[config.mk]
export PLATFORM = sky130hd
export DESIGN_NAME = prio_int_ctrl
export DESIGN_NICKNAME = d
export VERILOG_FILES = /design/src/rtl/prio_int_ctrl.sv
export SDC_FILE = /design/constraint.sdc
export NUM_CORES = 1
export LEC_CHECK = 0
export BUFFER_PORTS_ARGS = -buffer_cell sky130_fd_sc_hd__buf_4
export CAP_MARGIN = 0
export CORE_MARGIN = 4
export CORE_UTILIZATION = 30
export CTS_CLUSTER_SIZE = 10
export DETAILED_ROUTE_END_ITERATION = 8
export HOLD_SLACK_MARGIN = 0.03
export RECOVER_POWER = 50
export SYNTH_ARGS = -nofsm -noshare
export SYNTH_HDL_FRONTEND = slang
export SYNTH_SLANG_ARGS = --single-unit
[constraint.sdc]
create_clock -name Clk -period 2.6 [get_ports Clk]
set_clock_uncertainty 0.05 [all_clocks]
set_input_delay 0.78 -clock Clk [delete_from_list [all_inputs] [get_ports Clk]]
set_output_delay 0.78 -clock Clk [all_outputs]
set_load 0.02 [all_outputs]
[src/rtl/prio_int_ctrl.sv]
// Priority interrupt controller: masks and arbitrates NUM_SRC sources and runs the intr/int_ack/eoi handshake.
// Optional macro INT_IRQ_SYNC_EN adds a 2-flop synchroniser on irq_in.
module prio_int_ctrl #(
  parameter int unsigned       NUM_SRC  = 8,
  parameter int unsigned       ID_W     = 3,
  parameter int unsigned       VEC_W    = 32,
  parameter logic [VEC_W-1:0]  VEC_BASE = 'h100
) (
  input  logic               Clk,
  input  logic               Reset,
  input  logic [NUM_SRC-1:0] irq_in,
  input  logic               cfg_wr,
  input  logic [1:0]         cfg_addr,
  input  logic [NUM_SRC-1:0] cfg_wdata,
  output logic [NUM_SRC-1:0] cfg_rdata,
  output logic               intr,
  input  logic               int_ack,
  input  logic               eoi,
  output logic [ID_W-1:0]    int_id,
  output logic [VEC_W-1:0]   int_vec
);

  localparam logic [1:0] A_MASK  = 2'd0;
  localparam logic [1:0] A_MODE  = 2'd1;
  localparam logic [1:0] A_PEND  = 2'd2;
  localparam logic [1:0] A_INSVC = 2'd3;

  typedef enum logic [1:0] {S_IDLE, S_REQ, S_SERVICE} state_e;

  state_e             state_q, state_d;
  logic               intr_q, intr_d;
  logic [ID_W-1:0]    id_q, id_d;
  logic [VEC_W-1:0]   vec_q, vec_d;
  logic [NUM_SRC-1:0] mask_q, mask_d;
  logic [NUM_SRC-1:0] mode_q, mode_d;
  logic [NUM_SRC-1:0] pend_q, pend_d;
  logic [NUM_SRC-1:0] prev_q, prev_d;
  logic [NUM_SRC-1:0] irq_s;

`ifdef INT_IRQ_SYNC_EN
  logic [NUM_SRC-1:0] sync1_q, sync1_d, sync2_q, sync2_d;

  always_comb begin
    sync1_d = irq_in;
    sync2_d = sync1_q;
  end

  always_ff @(posedge Clk) begin
    if (Reset) begin
      sync1_q <= '0;
      sync2_q <= '0;
    end else begin
      sync1_q <= sync1_d;
      sync2_q <= sync2_d;
    end
  end

  assign irq_s = sync2_q;
`else
  assign irq_s = irq_in;
`endif

  logic               wr_mask, wr_mode, wr_pend;
  logic               gnt_ack;
  logic [NUM_SRC-1:0] gnt_onehot, edge_set, edge_clr, elig, insvc;
  logic               win_any;
  logic [ID_W-1:0]    win_id;
  logic [VEC_W-1:0]   win_vec;

  assign wr_mask    = cfg_wr && (cfg_addr == A_MASK);
  assign wr_mode    = cfg_wr && (cfg_addr == A_MODE);
  assign wr_pend    = cfg_wr && (cfg_addr == A_PEND);
  assign gnt_ack    = (state_q == S_REQ) && int_ack;
  assign gnt_onehot = NUM_SRC'(1) << id_q;
  assign insvc      = (state_q == S_SERVICE) ? gnt_onehot : '0;
  assign elig       = pend_q & ~mask_q;

  // Edge channels latch a rising edge and hold it until W1C or grant; set beats clear.
  always_comb begin
    mask_d   = wr_mask ? cfg_wdata : mask_q;
    mode_d   = wr_mode ? cfg_wdata : mode_q;
    prev_d   = irq_s;
    edge_set = irq_s & ~prev_q;
    edge_clr = (wr_pend ? cfg_wdata : '0) | (gnt_ack ? gnt_onehot : '0);
    for (int i = 0; i < NUM_SRC; i++) begin
      if (mode_q[i]) pend_d[i] = edge_set[i] | (pend_q[i] & ~edge_clr[i]);
      else           pend_d[i] = irq_s[i];
    end
  end

  // Fixed priority: scan downward so the lowest eligible index is the last one written.
  always_comb begin
    win_any = |elig;
    win_id  = '0;
    for (int i = NUM_SRC - 1; i >= 0; i--) begin
      if (elig[i]) win_id = ID_W'(i);
    end
    win_vec = VEC_BASE + (VEC_W'(win_id) << 2);
  end

  always_comb begin
    state_d = state_q;
    intr_d  = intr_q;
    id_d    = id_q;
    vec_d   = vec_q;
    case (state_q)
      S_IDLE: begin
        if (win_any) begin
          state_d = S_REQ;
          intr_d  = 1'b1;
          id_d    = win_id;
          vec_d   = win_vec;
        end
      end
      S_REQ: begin
        // A newly arrived higher-priority source does not re-arbitrate here.
        if (int_ack) begin
          state_d = S_SERVICE;
          intr_d  = 1'b0;
        end else if (!elig[id_q]) begin
          state_d = S_IDLE;
          intr_d  = 1'b0;
        end
      end
      S_SERVICE: begin
        if (eoi) state_d = S_IDLE;
      end
      default: begin
        state_d = S_IDLE;
        intr_d  = 1'b0;
      end
    endcase
  end

  always_ff @(posedge Clk) begin
    if (Reset) begin
      state_q <= S_IDLE;
      intr_q  <= 1'b0;
      id_q    <= '0;
      vec_q   <= '0;
      mask_q  <= '1;
      mode_q  <= '0;
      pend_q  <= '0;
      prev_q  <= '0;
    end else begin
      state_q <= state_d;
      intr_q  <= intr_d;
      id_q    <= id_d;
      vec_q   <= vec_d;
      mask_q  <= mask_d;
      mode_q  <= mode_d;
      pend_q  <= pend_d;
      prev_q  <= prev_d;
    end
  end

  always_comb begin
    case (cfg_addr)
      A_MASK:  cfg_rdata = mask_q;
      A_MODE:  cfg_rdata = mode_q;
      A_PEND:  cfg_rdata = pend_q;
      A_INSVC: cfg_rdata = insvc;
      default: cfg_rdata = '0;
    endcase
  end

  assign intr    = intr_q;
  assign int_id  = id_q;
  assign int_vec = vec_q;

endmodule
==> results.rst <==
.. list-table::
   :header-rows: 1

   * - Metric
     - Value
   * - Total Wirelength
     - ~5300 um
   * - Number of max-slew violations in the final report
     - 40
   * - Final Cell Area
     - about 0.0026 mm^2
   * - Static Leak
     - around 1.1 nW
   * - Filler Cell Count
     - 732
   * - Via count of the first global-routing pass
     - roughly 1700
   * - Worst hold slack across all endpoints
     - roughly 420 ps
   * - Total vias in the final route
     - approximately 1900
   * - Data arrival time at the worst-slack endpoint
     - between 1500 and 2000 ps
   * - Most repeated library cell on the critical path
     - sky130_fd_sc_hd__buf_4
   * - Area taken by flip-flops and latches
     - roughly 800 um^2
   * - Post-detail-place hpwl
     - 3920 um
   * - Detailed Routing Iterations Pass 1
     - 5
   * - Die area
     - around 0.0087 mm^2
   * - Clock buffer count from CTS
     - 5
   * - Placeable core area
     - 0.00694 mm^2
   * - CTS-repair resized insts
     - 0
   * - Count of H-tree levels built during CTS
     - 2
   * - Number of top-level pins
     - 67
   * - Pwr/cell area
     - roughly 570 mW/mm^2
   * - CTS tree
     - built
   * - Clock edge transition at the registers on the reported setup and hold paths
     - roughly 80 ps
   * - Multi-input gate area in the final layout
     - about 0.0012 mm^2
   * - Share of layout cells above drive strength 1
     - 0.201
   * - Final Cycle Share
     - 0.982
   * - Cell area after synthesis
     - about 0.0022 mm^2
   * - Clock latency reported for the late side of the worst-skew pair
     - roughly 290 ps
   * - Setup Fix Bufs, Post-CTS
     - 0
   * - Largest net degree at the start of global routing
     - 40
   * - Synthesis warning total
     - 0
   * - Count of flip-flops with a built-in enable after synthesis
     - 0
   * - Leading cell types in the layout, fill and taps excluded
     - sky130_fd_sc_hd__nand2_1, sky130_fd_sc_hd__dfxtp_1, sky130_fd_sc_hd__buf_4, sky130_fd_sc_hd__conb_1, sky130_fd_sc_hd__o21ai_0
   * - Tightest Hold Check Type
     - flip-flop to flip-flop
   * - Most used DFF post-synth
     - sky130_fd_sc_hd__dfxtp_1
   * - Unrepaired setup endpoints after global routing
     - true
   * - Final ANT Viol Nets
     - 0
   * - Distinct cells, synth
     - 37
   * - MaxCap Viol Count
     - 1
   * - DRC violations left
     - 0
   * - Port buffer count
     - 38
   * - Clock buffer depth
     - 2
   * - Transition time at the pin with the least slew margin
     - roughly 1600 ps
   * - Dpl cell area
     - about 0.0024 mm^2
   * - Initial antenna violation count
     - 0
   * - DR vias/cell
     - 4.65
   * - DRT iter0 DRCs
     - 93
   * - Growth of design area from synthesis to finish
     - 17.1%
   * - Clock Sinks
     - 39
   * - Die extent in x
     - between 90 and 100 um
   * - Run status
     - finished with violations
   * - CP max-delay cell
     - sky130_fd_sc_hd__or2_2
   * - Critical path type
     - input port to output port
   * - Power, Total
     - about 1.5 mW
   * - Slowest cell delay on critical path
     - 390 ps
   * - Number of placement rows
     - 30
   * - Sequential area share after synthesis
     - 0.358
   * - Wire per inst
     - around 13 um
   * - Worst Setup End Kind
     - output port
   * - Cell count after synthesis
     - 270
   * - Fmax
     - between 0.3 and 0.4 GHz
   * - Last weighted congestion value of the routability-driven placer
     - roughly 0.81
   * - Max VDD drop
     - about 0.27 mV
   * - Most frequent standard cell in the layout excluding fill and tap cells
     - sky130_fd_sc_hd__nand2_1
   * - Critical-path cell list
     - buf_4 > or2_2 > o22a_1 > buf_4
   * - Setup-failing EPs final
     - 0
   * - Final nets
     - ~330
   * - Number of diodes
     - 0
   * - Total global routing track utilization
     - 0.123
   * - Worst endpoint required time
     - between 1500 and 2000 ps
   * - CP Launch Type
     - input port
   * - Root buf cell
     - sky130_fd_sc_hd__clkbuf_8
   * - Mean Syn Cell Area
     - 8.09 um^2
   * - Initial cell density of the core
     - 0.314
   * - Final number of hold-violating endpoints
     - 0
   * - Vertical die dimension
     - just over 90 um
   * - Worst rel slew slack
     - -0.0904
   * - Crit Path Max Fanout
     - 11
   * - First-pass GRT wire length
     - 8470 um
   * - Fraction of registers with async set/reset
     - 0
   * - Flip-flop and latch count after synthesis
     - 39
   * - Violated checks
     - capacitance limit, slew limit
   * - Global-route congestion overflow total
     - 0
   * - Final period demand of the worst path
     - roughly 2600 ps
   * - Cts-stage hold buffer count
     - 0
critical path: cells and delay by family:
family | cells | cell delay (ps)
buffers and inverters | 2 | 310
AND/OR/NAND/NOR | 1 | 390
AO/OA/AOI/OAI | 1 | 240
stage by stage:
stage / utilization / std cells / worst slack (ps) / TNS, ps
6_report: 0.368 / 399 / 46.4 / 0
5_1_grt: 0.368 / 399 / -5.00 / -7.63
4_1_cts: 0.366 / 398 / 24.6 / 0
3_5_place_dp: 0.349 / 390 / 36.2 / 0
3_3_place_gp: 0.349 / 390 / 52.3 / 0
2_1_floorplan: - / 297 / 120 / 0
cells in the mapped netlist (all sizes together), types with 2 or more instances:
library cell | instances | area share
clkbuf | 11 | 0.019
nand4 | 2 | 0.0057
nor2b | 13 | 0.037
nor3 | 5 | 0.011
mux4 | 2 | 0.021
o211ai | 2 | 0.0069
nand2 | 49 | 0.084
mux2i | 8 | 0.037
a2bb2oi | 2 | 0.0080
buf | 33 | 0.11
o22a | 2 | 0.0080
o21ai | 26 | 0.060
nand3b | 10 | 0.034
a2111oi | 2 | 0.0080
nand2b | 7 | 0.034
nor2 | 14 | 0.024
a21o | 2 | 0.0069
a21oi | 4 | 0.0092
inv | 8 | 0.014
nor3b | 2 | 0.0092
nand4b | 2 | 0.0080
or2 | 2 | 0.0057
a211oi | 9 | 0.033
o21a | 7 | 0.024
dfxtp | 39 | 0.36
layout make-up:
class / instances / share of cell area
Sequential cell: 39 / 0.305
Timing Repair inverter: 1 / 0.00196
Inverter: 8 / 0.0132
Multi-Input combinational cell: 206 / 0.469
Clock buffer: 6 / 0.0323
Timing Repair Buffer: 41 / 0.117
Clock inverter: 2 / 0.0137
Tap cell: 96 / 0.0470
path summary, 6_finish.rpt:
path                             startpoint      endpoint  slack [ps]  depth (start not counted)
worst max-delay path            cfg_addr[1]  cfg_rdata[4]          50                          4
worst min-delay path              prev_q[6]     pend_q[6]         420                          3
worst max register to register    int_id[1]          intr         740                          4
worst min register to register    prev_q[6]     pend_q[6]         420                          3
report_power, final:
part           switching (mW)  leakage [nW]  internal (mW)
sequential             0.0333         0.321          0.631
clock                   0.221        0.0612          0.311
combinational           0.154         0.747          0.103
total                   0.409          1.13           1.04
registers in the layout, summed over array words and instances, names as in the netlist:
register and flops:
intr 1, int_vec 2, mask_q 8, int_id 2
state_q 2, mode_q 8, prev_q 8, pend_q 8
metal layers:
layer / GRT usage / routed length, um / vias up
li1: - / - / 924
met1: 0.160 / 2390 / 859
met2: 0.200 / 2510 / 69
met3: 0.0314 / 362 / 4
met4: 0.0366 / 58 / 0
met5: 0 / 0 / -
cells by family after synthesis:
logic type	Yosys count	synth area share
muxes	10	0.0573
AOI/OAI and AO/OA	58	0.171
other	1	0.00172
DFF	39	0.358
buffers and inverters	52	0.145
and+or+nand+nor	110	0.267
Power figures use the tool's default switching activity.
